===== src/rtl/neuron_scheduler.sv =====
// neuron_scheduler: runs one bitstream neuron window and counts its output ones; optional NEURON_SCHED_FIRE_EN adds result_fire.
module neuron_scheduler #(
  parameter int INPUT_SIZE = 2,
  parameter int WEIGHT_LEN = 16,
  parameter int WINDOW_LEN = 256,
  parameter int LATENCY = 2,
`ifdef NEURON_SCHED_FIRE_EN
  parameter int THRESHOLD = WINDOW_LEN / 2,
`endif
  localparam int IW = INPUT_SIZE > 1 ? $clog2(INPUT_SIZE) : 1,
  localparam int OW = $clog2(WINDOW_LEN + 1),
  localparam int CW = $clog2(WINDOW_LEN + LATENCY)
) (
  input  logic                                 clk,
  input  logic                                 rst,
  input  logic                                 cfg_valid,
  output logic                                 cfg_ready,
  input  logic [IW-1:0]                        cfg_index,
  input  logic [WEIGHT_LEN-1:0]                cfg_weight,
  input  logic                                 start,
  output logic                                 busy,
  output logic                                 neuron_n_rst,
  output logic                                 input_enable,
  output logic [INPUT_SIZE-1:0][WEIGHT_LEN-1:0] weight_values,
  input  logic                                 neuron_output,
  output logic                                 result_valid,
  input  logic                                 result_ready,
  output logic [OW-1:0]                        result_count
`ifdef NEURON_SCHED_FIRE_EN
  ,
  output logic                                 result_fire
`endif
);
  typedef enum logic [1:0] {IDLE, RUN, DRAIN, DONE} state_t;
  state_t state_q, state_d;
  logic [CW-1:0] cnt_q, cnt_d;
  logic [OW-1:0] ones_q, ones_d, count_q;
  logic [LATENCY-1:0] en_q;
  logic [INPUT_SIZE-1:0][WEIGHT_LEN-1:0] w_q;
  logic run_last, drain_last;
  assign run_last = state_q == RUN && cnt_q == CW'(WINDOW_LEN - 1);
  assign drain_last = state_q == DRAIN && cnt_q == CW'(WINDOW_LEN + LATENCY - 1);
  always_ff @(posedge clk) begin
    if (rst) state_q <= IDLE;
    else state_q <= state_d;
  end
  always_comb begin
    state_d = state_q;
    unique case (state_q)
      IDLE:    state_d = start ? RUN : IDLE;
      RUN:     state_d = run_last ? DRAIN : RUN;
      DRAIN:   state_d = drain_last ? DONE : DRAIN;
      default: state_d = result_ready ? IDLE : DONE;
    endcase
  end
  always_comb begin
    cfg_ready = state_q == IDLE;
    busy = state_q != IDLE;
    input_enable = state_q == RUN;
    neuron_n_rst = state_q == RUN || state_q == DRAIN;
    result_valid = state_q == DONE;
  end
  // one counter spans RUN then DRAIN, so DRAIN ends at WINDOW_LEN+LATENCY-1
  always_comb begin
    cnt_d = (state_q == RUN || state_q == DRAIN) ? cnt_q + 1'b1 : '0;
    ones_d = (state_q == IDLE) ? '0 : ones_q + OW'(en_q[LATENCY-1] & neuron_output);
  end
  always_ff @(posedge clk) begin
    if (rst) begin
      cnt_q <= '0;
      ones_q <= '0;
      en_q <= '0;
      w_q <= '0;
      count_q <= '0;
    end else begin
      cnt_q <= cnt_d;
      ones_q <= ones_d;
      en_q <= LATENCY'({en_q, input_enable});
      if (drain_last) count_q <= ones_d;
      if (cfg_ready && cfg_valid)
        for (int i = 0; i < INPUT_SIZE; i++)
          if (32'(cfg_index) == i) w_q[i] <= cfg_weight;
    end
  end
`ifdef NEURON_SCHED_FIRE_EN
  logic fire_q;
  always_ff @(posedge clk) begin
    if (rst) fire_q <= 1'b0;
    else if (drain_last) fire_q <= ones_d >= OW'(THRESHOLD);
  end
  assign result_fire = fire_q;
`endif
  assign weight_values = w_q;
  assign result_count = count_q;
endmodule


===== config.mk =====
export PLATFORM = sky130hd
export DESIGN_NAME = neuron_scheduler
export DESIGN_NICKNAME = d
export VERILOG_FILES = /design/src/rtl/neuron_scheduler.sv
export SDC_FILE = /design/constraint.sdc
export NUM_CORES = 1
export LEC_CHECK = 0
export CAP_MARGIN = 40
export CORE_MARGIN = 3
export CORE_UTILIZATION = 47
export CTS_CLUSTER_DIAMETER = 150
export DETAILED_ROUTE_END_ITERATION = 10
export HOLD_SLACK_MARGIN = 0.1
export PLACE_DENSITY = 0.79
export RECOVER_POWER = 50
export SLEW_MARGIN = 0
export SYNTH_ARGS = -nofsm -noshare
export SYNTH_HDL_FRONTEND = slang
export SYNTH_SLANG_ARGS = --single-unit
export TNS_END_PERCENT = 50

===== constraint.sdc =====
create_clock -name clk -period 2.1 [get_ports clk]
set_input_delay 0.42 -clock clk [delete_from_list [all_inputs] [get_ports clk]]
set_output_delay 0.42 -clock clk [all_outputs]
set_load 0.05 [all_outputs]

==> impl_summary.txt, run 1 <==
----------------------------------------------------
[STA]
  Hold Slack ... approximately 0.44 ns
  Setup repair after global routing missed its margin ... no
  Count of final max-slew check failures ... 0
  Setup Skew ... roughly 0.0065 ns
  Final setup fails ... 0
  Fmax achieved ... roughly 520 MHz
  Clock period minus final worst setup slack ... ~1.9 ns
  Final hold violations ... 0
  Smallest setup slack after layout ... around 0.18 ns
  Slew at the pin closest to its max-slew limit ... between 0.6 and 0.7 ns
  Tcrit/Tclk final ... 0.9122
  Normalized max-slew margin ... 0.5395

[Critical path]
  Register-to-register setup slack ... 0.40 ns
  Worst EP required ... 1.68 ns
  Critical Path, Cell by Cell ... clkdlybuf4s50_1
  Arrival time at the worst endpoint ... around 1.5 ns
  Buf/Inv on CP ... 1
  Setup crit start kind ... flop
  Capturing element type of the critical path ... output pin
  Type of the setup path with the least slack ... flop to output pin
  Top delay family on crit path ... buffers and inverters
  CP max stage cell ... sky130_fd_sc_hd__clkdlybuf4s50_1
  Maximum fanout along the worst path ... 2
  Slowest Stage Delay on Critical Path ... between 0.8 and 0.9 ns

[Logic synthesis]
  Ys flop type ... sky130_fd_sc_hd__dfxtp_1
  Net count after synthesis ... 316
  Post-synthesis average cell area ... 8.503 sq um
  Most area-consuming cells after synthesis ... sky130_fd_sc_hd__dfxtp_1 52%, sky130_fd_sc_hd__nand2_1 12%, sky130_fd_sc_hd__a21oi_1 8.1%, sky130_fd_sc_hd__ha_1 4.7%, sky130_fd_sc_hd__nor2_1 3.0%
  Post-synthesis sequential element count ... between 60 and 70
  Synth warnings ... 0
  Mapped Cells ... about 280
  Distinct cell type count of the synthesized netlist ... 35
  Proportion of netlist area held by the largest area contributor ... 0.5223
  Number of enable flip-flop cells after synthesis ... 0
  Area leader, netlist ... sky130_fd_sc_hd__dfxtp_1
  Mapped Area ... 2415 sq um
  Share of synthesized area occupied by flip-flops and latches ... 0.5223
  Async SR Flop Fraction ... 0

[Floorplan]
  Horiz. Die Dim ... about 80 microns
  Floorplan Core Area ... about 4800 sq um
  Y dimension of the die ... just under 80 microns
  I/O pin cnt ... a little under 70
  Die Footprint ... just over 6000 sq um
  Starting Density ... 0.4981
  Total number of placement rows ... 25

[Pwr]
  Worst supply voltage drop on vdd ... around 0.48 mV
  Power density cells ... 773.7 nW/um^2
  Leakage dissipation ... between 1 and 1.5 nW
  Total chip power ... 2.577 mW

[Global routing]
  Leftover overflow at the end of global routing ... 0
  Total GRT Usage ... 0.1999
  Antenna violations before repair ... 0
  Wire length of the first global-routing pass ... between 9 and 10 mm
  Maximum number of pins on one net before global-route repair ... 35
  Number of global-route vias before repair ... between 2000 and 2500

[Cells and area]
  Final Core Density ... 0.6870
  Most common cell after layout, fill and taps aside ... sky130_fd_sc_hd__nand2_1
  Final net count ... 390
  Ratio of cells with drive above 1 in the final layout ... 0.08287
  Count of inserted antenna diode cells ... 0
  Fin cells ... 429
  Layout overhead on the synthesized area ... 37.93%
  Commonest cells after routing, fill and taps aside ... 77 x sky130_fd_sc_hd__nand2_1, 63 x sky130_fd_sc_hd__dfxtp_1, 62 x sky130_fd_sc_hd__clkdlybuf4s50_1, 39 x sky130_fd_sc_hd__a21oi_1, 19 x sky130_fd_sc_hd__nor2_1

[Min path]
  Type of the most critical hold path ... flop to flop

[CTS]
  Number of gates given a new drive strength after cts ... 0
  CTS H-tree lvls ... 3
  Clock buffers created by TritonCTS ... 9
  Clock Sink Count ... 63
  Post-CTS Repair Setup Buffers ... 0
  Clock network latency to the later pin of the worst-skew pair ... between 0.3 and 0.4 ns
  TritonCTS clock tree ... done
  Clock-pin slew of the registers on the worst-case setup and hold paths ... 0.07 ns
  Root buffer selected by CTS ... sky130_fd_sc_hd__clkbuf_8
  Count of hold buffers inserted by post-cts repair ... 0
  Buffer depth of the longest clock path ... 2

[Routing]
  Final antenna-violating net count ... 0
  Iteration-0 DRC Markers ... 120
  Final Routed Wirelength ... between 5 and 6 mm
  Via/cell ratio ... about 5.0
  Number of design rule violations left after detail routing ... 0
  Number of detailed-route iterations in the first pass ... 4
  Wirelength per Cell ... around 13 microns
  Total vias in the final route ... roughly 2100

[Placed design]
  Worst setup slack before clock tree synthesis ... -0.05672 ns
  Gpl congestion ... 0.8018
  HPWL Detailed ... about 3.9 mm
  Input/output buffers ... slightly below 70
  Instance count after placement with tap cells included ... around 410

[Status]
  Result of the run ... completed

[Flow run]
  Max cap viols ... 0

----------------------------------------------------
## kinds of logic (layout without fill, tap and decap cells)
kind of cell	Yosys count	in the layout	synth area share
AOI/OAI and AO/OA	50	50	0.1119
xor gates and xnor gates	10	10	0.03627
adders and majority gates	9	9	0.04663
buffers and inverters	21	99	0.04352
DFF	63	63	0.5223
and+or+nand+nor	131	131	0.2394
## Yosys cell counts, drive strengths merged (3+ instances only)
library cell / instances
xor2: 5
and3: 4
dfxtp: 63
or3: 4
xnor2: 5
o21ai: 5
nor2: 19
nand3: 12
a21oi: 40
nand2: 77
clkbuf: 11
buf: 3
inv: 6
ha: 9
## cell type report
class                      count  area [sq um]
tap                           67         83.83
sequential                    63          1261
inverter                       7         26.28
multi-input combinational    200          1051
clock buffer                  10         127.6
timing repair buffer          77         730.7
fill                         422          1518
clock inverter                 5         50.05
## final timing paths
path | from | to | cells after the start
setup / recovery | weight_values[28] | weight_values[28] | 1
hold / removal | en_q[0] | en_q[1] | 1
setup reg to reg | cnt_q[2] | result_count[0] | 4
hold reg to reg | en_q[0] | en_q[1] | 1
## report_power, final
group	switching (mW)	total (mW)	internal (mW)
combinational	0.232	0.364	0.132
sequential	0.0181	1.25	1.23
clock	0.432	0.965	0.533
total	0.682	2.58	1.90
## routing by layer
layer	vias to the layer above	wire (microns)	track usage
li1	1085	-	-
met5	-	0	0
met4	0	72	0.09075
met1	981	2455	0.2531
met3	6	345	0.05220
met2	58	2709	0.3176
## stage by stage
step           setup TNS, ns  cell area, sq um
6_report                   0              3331
5_1_grt                    0              3331
4_1_cts                    0              3348
3_5_place_dp        -0.08179              3171
3_3_place_gp         -0.1027              3171
2_1_floorplan              0              2417
## sequential cells by signal, indices dropped and copies added (netlist names)
name,cells
weight_values,32
result_count,9
ones_q,9
state_q,2
en_q,2
cnt_q,9
No activity file was read; power rests on OpenSTA's default activity.
==> run 2: changes to the inputs <==
--- a/config.mk
+++ b/config.mk
@@ -13,7 +13,6 @@
 export HOLD_SLACK_MARGIN = 0.1
 export PLACE_DENSITY = 0.79
 export RECOVER_POWER = 50
-export SLEW_MARGIN = 0
 export SYNTH_ARGS = -nofsm -noshare
 export SYNTH_HDL_FRONTEND = slang
 export SYNTH_SLANG_ARGS = --single-unit
==> results of run 2 <==
The final DEF is identical to that of run 1; final timing and power are the same.
==> run 3: changes to the inputs <==
--- a/config.mk
+++ b/config.mk
@@ -11,6 +11,7 @@
 export CTS_CLUSTER_DIAMETER = 150
 export DETAILED_ROUTE_END_ITERATION = 10
 export HOLD_SLACK_MARGIN = 0.1
+export MAX_ROUTING_LAYER = met4
 export PLACE_DENSITY = 0.79
 export RECOVER_POWER = 50
 export SYNTH_ARGS = -nofsm -noshare
==> impl_summary.txt, run 3 (synthesis results as in run 1) <==
----------------------------------------------------
[CTS]
  Buffer depth of the longest clock path ... 2 (unchanged)
  Clock network latency to the later pin of the worst-skew pair ... 0.33 ns (about the same)
  Count of hold buffers inserted by post-cts repair ... 0 (unchanged)
  Number of gates given a new drive strength after cts ... 0 (unchanged)
  TritonCTS clock tree ... done
  Post-CTS Repair Setup Buffers ... 0 (unchanged)
  Clock-pin slew of the registers on the worst-case setup and hold paths ... 0.07 ns (about the same)
  Clock Sink Count ... 63 (unchanged)
  Clock buffers created by TritonCTS ... 9 (unchanged)
  CTS H-tree lvls ... 3 (unchanged)
  Root buffer selected by CTS ... sky130_fd_sc_hd__clkbuf_8

[Routing]
  Number of detailed-route iterations in the first pass ... 4 (unchanged)
  Wirelength per Cell ... 13.04 microns (+0.23%)
  Number of design rule violations left after detail routing ... 0 (unchanged)
  Final Routed Wirelength ... 5.596 mm (+0.23%)
  Via/cell ratio ... 4.958 (-0.14%)
  Total vias in the final route ... 2127 (-0.14%)
  Iteration-0 DRC Markers ... 136 (+13%)
  Final antenna-violating net count ... 0 (unchanged)

[Critical path]
  Buf/Inv on CP ... 1 (unchanged)
  Top delay family on crit path ... buffers and inverters
  Critical Path, Cell by Cell ... clkdlybuf4s50_1
  Type of the setup path with the least slack ... flop to output pin
  Register-to-register setup slack ... 0.40 ns (about the same)
  Worst EP required ... 1.68 ns (about the same)
  Maximum fanout along the worst path ... 2 (unchanged)
  CP max stage cell ... sky130_fd_sc_hd__clkdlybuf4s50_1
  Slowest Stage Delay on Critical Path ... 0.82 ns (about the same)
  Worst setup path start ... weight_values[28]
  Launch point of the worst reg-to-reg path ... cnt_q[2]
  Capturing element type of the critical path ... output pin
  Arrival time at the worst endpoint ... 1.50 ns (about the same)
  Setup crit start kind ... flop
  Cell depth of the worst flop-to-flop path ... 4 (unchanged)
  End of the worst register-to-register path ... result_count[0]

[Placed design]
  HPWL Detailed ... 3.887 mm (unchanged)
  Worst setup slack before clock tree synthesis ... -0.05672 ns (unchanged)
  Gpl congestion ... 0.8134 (+1.4%)
  Input/output buffers ... 68 (unchanged)

[Min path]
  Worst min-delay path startpoint ... en_q[0]
  Type of the most critical hold path ... flop to flop
  Hold path cells ... 1 (unchanged)
  Hold Path End ... en_q[1]

[Cells and area]
  Area of the multi-input gates ... 1051 sq um (unchanged)
  Filler cell count in the final layout ... 422 (unchanged)
  Flip-flop count of the largest register, all copies and words added ... 32 (unchanged)
  Commonest cells after routing, fill and taps aside ... 77 x sky130_fd_sc_hd__nand2_1, 63 x sky130_fd_sc_hd__dfxtp_1, 62 x sky130_fd_sc_hd__clkdlybuf4s50_1, 39 x sky130_fd_sc_hd__a21oi_1, 19 x sky130_fd_sc_hd__nor2_1
  Layout overhead on the synthesized area ... 37.93% (unchanged)
  Ratio of cells with drive above 1 in the final layout ... 0.08287 (unchanged)
  Count of inserted antenna diode cells ... 0 (unchanged)
  Final Core Density ... 0.6870 (unchanged)
  Most common cell after layout, fill and taps aside ... sky130_fd_sc_hd__nand2_1
  Final net count ... 390 (unchanged)
  Register area ... 1261 sq um (unchanged)

[Floorplan]
  Die Footprint ... 6034 sq um (unchanged)
  Floorplan Core Area ... 4848 sq um (unchanged)
  I/O pin cnt ... 69 (unchanged)
  Horiz. Die Dim ... 77.68 microns (unchanged)
  Y dimension of the die ... 77.68 microns (unchanged)
  Starting Density ... 0.4981 (unchanged)
  Total number of placement rows ... 25 (unchanged)

[Global routing]
  Wire length of the first global-routing pass ... 9.556 mm (-0.29%)
  Maximum number of pins on one net before global-route repair ... 35 (unchanged)
  Antenna violations before repair ... 0 (unchanged)
  Total GRT Usage ... 0.2049 (+0.005043)
  Leftover overflow at the end of global routing ... 0 (unchanged)
  Number of global-route vias before repair ... 2071 (-0.14%)

[Status]
  Result of the run ... completed

[STA]
  Fmax achieved ... 521.9 MHz (about the same)
  Setup Skew ... 0.006225 ns (-0.0003105 ns)
  Tcrit/Tclk final ... 0.9124 (about the same)
  Smallest setup slack after layout ... 0.1840 ns (-0.0004690 ns)
  Slew at the pin closest to its max-slew limit ... 0.6954 ns (+0.004635 ns)
  Clock period minus final worst setup slack ... 1.916 ns (+0.0004690 ns)
  Normalized max-slew margin ... 0.5364 (-0.003089)
  Final hold violations ... 0 (unchanged)
  Hold Slack ... 0.4434 ns (+0.001516 ns)
  Count of final max-slew check failures ... 0 (unchanged)
  Setup repair after global routing missed its margin ... no
  Final setup fails ... 0 (unchanged)

[Pwr]
  Power Internal ... 1.895 mW (unchanged)
  Power density cells ... 774.8 nW/um^2 (+0.14%)
  Clock network fraction of design power ... 0.375 (about the same)
  Worst supply voltage drop on vdd ... 0.4767 mV (about the same)
  Proportion of power drawn by flip-flops and latches ... 0.484 (about the same)
  Switching share of power ... 0.2657 (+0.001021)
  Leakage dissipation ... 1.206 nW (unchanged)
  Part of the total power dissipated in combinational logic ... 0.141 (about the same)
  Power dissipated by switching net loads ... 0.6856 mW (+0.53%)

[Flow run]
  Max cap viols ... 0 (unchanged)

----------------------------------------------------
run 3: cell counts in the layout (fill, tap and decap cells not counted):
Identical to the previous run, type by type.
run 3: worst max-delay path by stage:
stage / to / cells past startpoint
after floorplan: result_count[6] / 8
after global placement: result_count[6] / 8
after detailed placement: result_count[6] / 8
after CTS: result_count[4] / 1
after global routing: cnt_q[2] / 5
final: weight_values[28] / 1
run 3: area by class of cell:
| class | instances | share of cell area |
|---|---|---|
| Inverter | 7 | 0.007889 |
| Sequential cell | 63 | 0.3787 |
| Multi-Input combinational cell | 200 | 0.3156 |
| Timing Repair Buffer | 77 | 0.2194 |
| Clock buffer | 10 | 0.03832 |
| Clock inverter | 5 | 0.01503 |
| Tap cell | 67 | 0.02517 |
run 3: routing by layer:
| layer | part of all wire | vias up | GRT usage |
|---|---|---|---|
| li1 | - | 1085 | - |
| met1 | 0.45 | 983 | 0.2553 |
| met2 | 0.49 | 53 | 0.3168 |
| met3 | 0.053 | 6 | 0.04756 |
| met4 | 0.013 | 0 | 0.09075 |
| met5 | 0 | - | - |
run 3: through the flow:
stage               setup TNS [ns]  std cells  cell area (sq um)  total power [mW]
finish                           0        429               3331             2.581
global route                     0        429               3331             2.698
CTS                              0        429               3348             2.614
detailed placement        -0.08179        414               3171             1.642
global placement           -0.1027        414               3171             1.637
floorplan                        0        284               2417             1.496
run 3: power by group through the flow:
stage / combinational (mW) / sequential (mW) / clock [mW]
after floorplan: 0.120 / 1.38 / 0
after global placement: 0.364 / 1.27 / 0
after detailed placement: 0.367 / 1.27 / 0
after CTS: 0.370 / 1.25 / 0.997
after global routing: 0.389 / 1.25 / 1.06
final: 0.364 / 1.25 / 0.969
